**config.mk**
```make
export PLATFORM = sky130hd
export DESIGN_NAME = shift_word_feeder
export DESIGN_NICKNAME = d
export VERILOG_FILES = /design/src/rtl/shift_pkg.sv /design/src/rtl/feeder_bit_counter.sv /design/src/rtl/shift_word_feeder.sv
export SDC_FILE = /design/constraint.sdc
export NUM_CORES = 1
export LEC_CHECK = 0
export CAP_MARGIN = 10
export CORE_AREA = 5 5 42 44
export CTS_CLUSTER_SIZE = 14
export DETAILED_ROUTE_END_ITERATION = 8
export DIE_AREA = 0 0 47 49
export PLACE_DENSITY = 0.72
export SETUP_SLACK_MARGIN = 0.1
export SLEW_MARGIN = 20
export SYNTH_ARGS = -nofsm -noshare
export SYNTH_HDL_FRONTEND = slang
export SYNTH_SLANG_ARGS = --single-unit
export TNS_END_PERCENT = 30
```
**constraint.sdc**
```tcl
create_clock -name clk -period 1.82 [get_ports clk]
set_clock_uncertainty 0.1 [all_clocks]
set_input_delay 0.364 -clock clk [delete_from_list [all_inputs] [get_ports clk]]
set_output_delay 0.364 -clock clk [all_outputs]
set_load 0.01 [all_outputs]
```
**src/rtl/shift_pkg.sv**
```systemverilog
// Shared constants and types for the shift-register feeder slice.
package shift_pkg;

    localparam logic DIR_RIGHT = 1'b0;
    localparam logic DIR_LEFT  = 1'b1;

    localparam int SHIFT_W = 4;

    typedef enum logic {
        ST_IDLE,
        ST_SHIFT
    } feeder_state_t;

endpackage

```
**src/rtl/feeder_bit_counter.sv**
```systemverilog
// Bit-position counter for the feeder: clear wins over increment, saturates at WIDTH-1.
// Latency: count and is_last update on the edge after clr/inc; is_last is combinational from the count flop.
module feeder_bit_counter #(
    parameter int WIDTH = 4
) (
    input  logic clk,
    input  logic rst,
    input  logic clr,
    input  logic inc,
    output logic is_last
);

    localparam int CW = (WIDTH > 1) ? $clog2(WIDTH) : 1;

    logic [CW-1:0] cnt_q;
    logic [CW-1:0] cnt_d;

    assign is_last = (cnt_q == CW'(WIDTH - 1));

    always_comb begin
        cnt_d = cnt_q;
        if (clr) begin
            cnt_d = '0;
        end else if (inc && !is_last) begin
            cnt_d = cnt_q + 1'b1;
        end
    end

    always_ff @(posedge clk or posedge rst) begin
        if (rst) begin
            cnt_q <= '0;
        end else begin
            cnt_q <= cnt_d;
        end
    end

endmodule

```
**src/rtl/shift_word_feeder.sv**
```systemverilog
// Serialises a parallel word into a bidirectional shift register; optional word_parity under SHIFT_FEEDER_PARITY_EN.
// Latency: first bit one cycle after accept, WIDTH bit cycles, done on the last; back-to-back accepts have no gap.
// Backpressure: load_ready only in IDLE or the last bit cycle; upstream holds its word while load_ready is low.
module shift_word_feeder
    import shift_pkg::*;
#(
    parameter int   WIDTH    = SHIFT_W,
    parameter logic IDLE_BIT = 1'b0
) (
    input  logic             clk,
    input  logic             rst,
    input  logic             load_valid,
    output logic             load_ready,
    input  logic [WIDTH-1:0] load_data,
    input  logic             load_dir,
    output logic             ser_dir,
    output logic             ser_msb,
    output logic             ser_lsb,
    output logic             busy,
    output logic             done
`ifdef SHIFT_FEEDER_PARITY_EN
    ,
    output logic             word_parity
`endif
);

    feeder_state_t    state_q, state_d;
    logic [WIDTH-1:0] shreg_q, shreg_d;
    logic             dir_q, dir_d;
    logic             cnt_clr, cnt_inc, cnt_last;
    logic             last, accept;

    feeder_bit_counter #(
        .WIDTH (WIDTH)
    ) u_cnt (
        .clk     (clk),
        .rst     (rst),
        .clr     (cnt_clr),
        .inc     (cnt_inc),
        .is_last (cnt_last)
    );

    assign last       = (state_q == ST_SHIFT) && cnt_last;
    assign load_ready = (state_q == ST_IDLE) || last;
    assign accept     = load_valid && load_ready;

    assign busy    = (state_q == ST_SHIFT);
    assign done    = last;
    assign ser_dir = dir_q;

    // The unused serial input sees IDLE_BIT so the downstream register never samples stale data.
    assign ser_msb = (busy && dir_q == DIR_RIGHT) ? shreg_q[0]       : IDLE_BIT;
    assign ser_lsb = (busy && dir_q == DIR_LEFT)  ? shreg_q[WIDTH-1] : IDLE_BIT;

    always_comb begin
        state_d = state_q;
        shreg_d = shreg_q;
        dir_d   = dir_q;
        cnt_clr = 1'b0;
        cnt_inc = 1'b0;
        if (accept) begin
            state_d = ST_SHIFT;
            shreg_d = load_data;
            dir_d   = load_dir;
            cnt_clr = 1'b1;
        end else if (state_q == ST_SHIFT) begin
            shreg_d = (dir_q == DIR_RIGHT) ? (shreg_q >> 1) : (shreg_q << 1);
            if (last) begin
                state_d = ST_IDLE;
                cnt_clr = 1'b1;
            end else begin
                cnt_inc = 1'b1;
            end
        end
    end

    always_ff @(posedge clk or posedge rst) begin
        if (rst) begin
            state_q <= ST_IDLE;
            shreg_q <= '0;
            dir_q   <= DIR_RIGHT;
        end else begin
            state_q <= state_d;
            shreg_q <= shreg_d;
            dir_q   <= dir_d;
        end
    end

`ifdef SHIFT_FEEDER_PARITY_EN
    logic parity_q, parity_d;

    assign word_parity = parity_q;

    always_comb begin
        parity_d = parity_q;
        if (accept) begin
            parity_d = ^load_data;
        end
    end

    always_ff @(posedge clk or posedge rst) begin
        if (rst) begin
            parity_q <= 1'b0;
        end else begin
            parity_q <= parity_d;
        end
    end
`endif

endmodule

```
==> results of run 1 <==
cell families after synthesis:
family,after synthesis,share of synthesized area [%]
adders and majority gates,2,5.65
and+or+nand+nor,16,18.1
buffers and inverters,4,3.67
AOI/OAI and AO/OA,9,16.9
muxes,4,10.5
DFF,8,45.2
placed cells by master, fill, tap and decap left out, drive strengths merged, types with 2 or more instances in the layout:
| cell | synthesis | routed |
|---|---|---|
| clkdlybuf4s50 | 0 | 8 |
| inv | 3 | 3 |
| o221a | 3 | 3 |
| nand2b | 3 | 3 |
| clkbuf | 0 | 5 |
| mux2i | 2 | 2 |
| dfrtp | 8 | 8 |
| nand2 | 8 | 8 |
| dlymetal6s2s | 0 | 2 |
| mux2 | 2 | 2 |
| nor2 | 2 | 2 |
| ha | 2 | 2 |
| o21ai | 3 | 3 |
| buf | 1 | 8 |
worst paths after layout:
| kind | endpoint | cells past startpoint | start | slack, ns |
|---|---|---|---|---|
| worst max-delay path | ser_dir | 1 | ser_dir$_DFFE_PP0P_ | 0.15 |
| worst min-delay path | u_cnt.cnt_q[0]$_DFFE_PP0P_ | 2 | rst | 0.27 |
| worst max register to register | ser_dir$_DFFE_PP0P_ | 5 | u_cnt.cnt_q[1]$_DFFE_PP0P_ | 0.28 |
| worst min register to register | u_cnt.cnt_q[1]$_DFFE_PP0P_ | 2 | u_cnt.cnt_q[1]$_DFFE_PP0P_ | 0.44 |
| max in group asynchronous | busy$_DFF_PP0_ | 2 | rst | 1.10 |
| min in group clk | u_cnt.cnt_q[1]$_DFFE_PP0P_ | 2 | u_cnt.cnt_q[1]$_DFFE_PP0P_ | 0.44 |
timing repair:
action / CTS / global route
endpoints found under the setup margin: 5 / 4
resized for setup: 4 / 7
buffers inserted: 5 / 0
gates cloned: 0 / 0
pin swaps: 0 / 0
through the flow:
step                std cells  util (%)
finish                     82      47.7
global route               82      47.7
CTS                        82      47.7
detailed placement         74      43.6
global placement           74      43.6
floorplan                  43         -
layout make-up:
class / count / area share [%]
Tap cell: 16 / 3.00
Sequential cell: 8 / 30.1
Clock buffer: 3 / 3.37
Inverter: 3 / 1.69
Timing Repair Buffer: 21 / 27.5
Multi-Input combinational cell: 31 / 34.3
per-layer routing:
metal  wire, um  up-vias  GRT usage [%]
met2        556        9           16.3
met5          0        -              0
met3         63        0           4.06
li1           -      193              -
met4          0        0           5.53
met1        434      188           12.1
state kept, by name (all words and copies together) (netlist names):
signal,count
busy,1
ser_dir,1
shreg_q,4
u_cnt.cnt_q,2
report_power, final:
group / total, mW / leakage, nW / switching (mW) / internal [mW]
clock network: 0.138 / 0.0138 / 0.0625 / 0.0756
logic: 0.611 / 0.227 / 0.251 / 0.359
registers: 0.346 / 0.0936 / 0.0766 / 0.269
==> qor.yml, run 1 <==
global_routing:
  grtUsageTotal_pct: 10.6
  antenna_found_initial: 0
  grt_pass1_vias: 404
  grt_max_degree: 9
  grt_pass1_wl_um: 1710
  overflow: 0
timing:
  max_freq_ghz: 0.598
  drv_slew: 0
  min_period_ns: 1.67
  post-route-period-util_pct: 91.9
  grt_setup_unrepaired: "false"
  hold-worst-slack_ns: 0.267
  relSlewSlack_pct: 79.5
  worst_pin_slew_ns: 0.308
  fin_ws_ns: 0.148
  setup_viol: 0
  hold_violations: 0
  finalSetupTns_ns: 0
clock_network:
  path_clk_slew_ns: 0.06
  cts_sinks: 8
  root_buffer: "clkbuf_4"
  clk_latency_ns: 0.25
  hold_buffers: 0
  htree_levels: 1
  tritoncts: "done"
  numCtsBuffers: 3
  cts.path.max_buffers: 2
cells_and_area:
  multi_input_area_um2: 229
  drive_gt1_share_pct: 34.8
  fin_area_um2: 668
  seqCellArea_um2: 201
  area_delta_synth_final_pct: 50.8
  nets: 78
  fillers: 148
  diodes: 0
detailed_routing:
  first_pass_iters: 4
  vias: 390
  antenna_left: 0
  drc: 0
  avgViaCountPerCell: 4.76
  wl_per_cell_um: 12.9
  routed_wl_um: 1050
  drtIter0Drc: 10
synth:
  yosys_warnings: 0
  yosysTopAreaCellShare_pct: 45.2
  ys_seq_elements: 8
  yosys.area.top_type: "dfrtp_1"
  synth_flop_cell: "dfrtp_1"
  async_flop_share_pct: 100
  synthTopCellsByCount: "dfrtp_1, nand2_1, inv_1, o221a_2"
  ys_types: 21
  synth_area_leaders: "dfrtp_1, o221a_2, nand2_1"
  synth-edff-count: 0
  ys_seq_area_share_pct: 45.2
  syn_nets: 53
  syn_avg_cell_area_um2: 10.3
  synth.most_common_cell: "dfrtp_1"
  syn_inst: 43
  synth_area_um2: 443
critical_path:
  path_buf_inv: 1
  slowest_delay_ns: 0.56
  critPathLaunchType: "flop"
  crit_path_max_fanout: 4
  cp_top_family: "buffers and inverters"
  worstPathRequired_ns: 1.36
  cp.arrival_ns: 1.21
  crit_slowest_cell: "clkdlybuf4s50_1"
  end_kind: "output pin"
  path_class: "reg2out"
  worstPathCellList: "clkdlybuf4s50_1"
hold_path:
  hp-class: "in2async"
floorplanning:
  die_h_um: 49
  core-area_um2: 1400
  start_util_pct: 31.6
  die_area_um2: 2300
  die_w_um: 47
  ioPinCount: 14
  rows: 14
job:
  maxCapViolCount: 0
power:
  p_leak_nw: 0.335
  power_density_nw_per_um2: 1640
  total_power_mw: 1.09
  peakVddDrop_v: 0.000611
placement:
  place_hpwl_um: 779
  place_area_um2: 611
  place_congestion: 0.685
  portBuffers: 13
  preCtsSetupSlack_ns: 0.0560
run_status:
  status: "complete, no violations"
(Power assumes the default switching activity.)
==> run 2, diff against run 1 <==
Settings changed: DONT_BUFFER_PORTS set to 1, PLACE_DENSITY 0.72 to 0.58.
==> qor.yml, run 2 (synthesized netlist as in run 1, its figures left out) <==
critical_path:
  crit_path_max_fanout: 4
  path_buf_inv: 0
  cp.arrival_ns: 1.15
  path_class: "reg2out"
  worst-r2r-setup-slack_ns: 0.27
  worstPathCellList: "ha_1 -> nand2b_2"
  r2r_start: "u_cnt.cnt_q[0]$_DFFE_PP0P_"
  cp_top_family: "flip-flops"
  crit_slowest_cell: "dfrtp_1"
  slowest_delay_ns: 0.40
  worstPathRequired_ns: 1.36
  critPathLaunchType: "flop"
  end_kind: "output pin"
  reg2regPathDepth: 4
  r2r-end: "ser_dir$_DFFE_PP0P_"
hold_path:
  min-delay-start: "load_valid"
  worstHoldPathCells: 1
  hp-class: "in2reg"
  hold_end: "busy$_DFF_PP0_"
clock_network:
  cts_sinks: 8
  numCtsBuffers: 3
  cts.path.max_buffers: 2
  root_buffer: "clkbuf_4"
  htree_levels: 1
  clk_latency_ns: 0.25
  tritoncts: "done"
  path_clk_slew_ns: 0.05
  cts_setup_buffers: 0
cells_and_area:
  area_delta_synth_final_pct: 10.7
  regMostFlops: "shreg_q"
  layout_common_cells: "dfrtp_1, nand2_1, o221a_2, inv_1, clkbuf_4"
  final_cell_count_no_fill: 62
  reg_top3: "shreg_q (4), u_cnt.cnt_q (2)"
  fin_area_um2: 490
  diodes: 0
  fillers: 158
  nets: 58
  drive_gt1_share_pct: 23.9
  layout_commonest_cell: "dfrtp_1"
  largest_register_ffs: 4
timing:
  hold_violations: 0
  post-route-period-util_pct: 88.6
  max_freq_ghz: 0.620
  relSlewSlack_pct: 74.9
  setup_viol: 0
  min_period_ns: 1.61
  grt_setup_unrepaired: "false"
  finalSetupTns_ns: 0
  drv_slew: 0
  worst_pin_slew_ns: 0.377
global_routing:
  overflow: 0
  grt_max_degree: 11
  grt_pass1_vias: 284
  antenna_found_initial: 0
  grt_pass1_wl_um: 1280
  grtUsageTotal_pct: 7.94
placement:
  portBuffers: 0
  place_hpwl_um: 672
  place_congestion: 0.658
  placed_cells: 58
  place_area_um2: 458
floorplanning:
  rows: 14
  die_area_um2: 2300
  start_util_pct: 31.6
  ioPinCount: 14
  die_h_um: 49
  core-area_um2: 1400
  die_w_um: 47
detailed_routing:
  vias: 316
  antenna_left: 0
  routed_wl_um: 846
  drtIter0Drc: 1
  first_pass_iters: 2
  drc: 0
  avgViaCountPerCell: 5.10
  wl_per_cell_um: 13.6
power:
  power_density_nw_per_um2: 1780
  p_leak_nw: 0.230
  peakVddDrop_v: 0.000679
job:
  maxCapViolCount: 0
run_status:
  status: "complete, no violations"
[run 2: cell count changes in the layout (fill, tap and decap cells not counted), moves of 2 or more]
cell | previous run | this run
clkbuf_2 | 2 | 0
clkdlybuf4s50_1 | 8 | 0
buf_4 | 8 | 0
dlymetal6s2s_1 | 2 | 0
[run 2: what timing repair did]
item | CTS | global route
endpoints found under the setup margin | 0 | 0
hold buffers | 1 | 0
resized for setup | 0 | 0
hold endpoints to repair | 8 | 0
[run 2: worst max-delay path by stage]
| stage | from | end | cells after the start |
|---|---|---|---|
| floorplan | u_cnt.cnt_q[0]$_DFFE_PP0P_ | ser_dir$_DFFE_PP0P_ | 4 |
| CTS | u_cnt.cnt_q[0]$_DFFE_PP0P_ | load_ready | 2 |
| global route | u_cnt.cnt_q[0]$_DFFE_PP0P_ | load_ready | 2 |
| detailed placement | u_cnt.cnt_q[0]$_DFFE_PP0P_ | ser_dir$_DFFE_PP0P_ | 4 |
| global placement | u_cnt.cnt_q[0]$_DFFE_PP0P_ | ser_dir$_DFFE_PP0P_ | 4 |
| finish | u_cnt.cnt_q[0]$_DFFE_PP0P_ | load_ready | 2 |
[run 2: per-layer routing]
metal	share of wire, %	global-route usage [%]	wire length [um]
met5	0	0	0
met1	41	9.19	350
met2	45	10.6	380
met4	0	1.38	0
met3	14	7.75	115
[run 2: cell type report]
cell class | count | area, um^2 | area share (%)
multi-input combinational | 31 | 226 | 46.2
inverter | 3 | 11.3 | 2.30
clock buffer | 3 | 22.5 | 4.59
timing repair buffer | 1 | 10.0 | 2.04
tap | 16 | 20.0 | 4.08
sequential | 8 | 200 | 40.8
[run 2: where the power goes]
part           internal, mW  switching, mW
clock network        0.0750         0.0541
registers             0.268          0.113
logic                 0.194          0.168
[run 2: through the flow]
| step | util (%) | power [mW] | hold slack, ns | setup slack [ns] |
|---|---|---|---|---|
| after detailed placement | 32.7 | 0.753 | 0.120 | 0.263 |
| after global placement | 32.7 | 0.746 | 0.120 | 0.286 |
| final | 35.0 | 0.871 | 0.123 | 0.207 |
| after global routing | 35.0 | 0.944 | 0.104 | 0.136 |
| after floorplan | - | 0.684 | 0.0797 | 0.343 |
| after CTS | 35.0 | 0.889 | 0.115 | 0.195 |
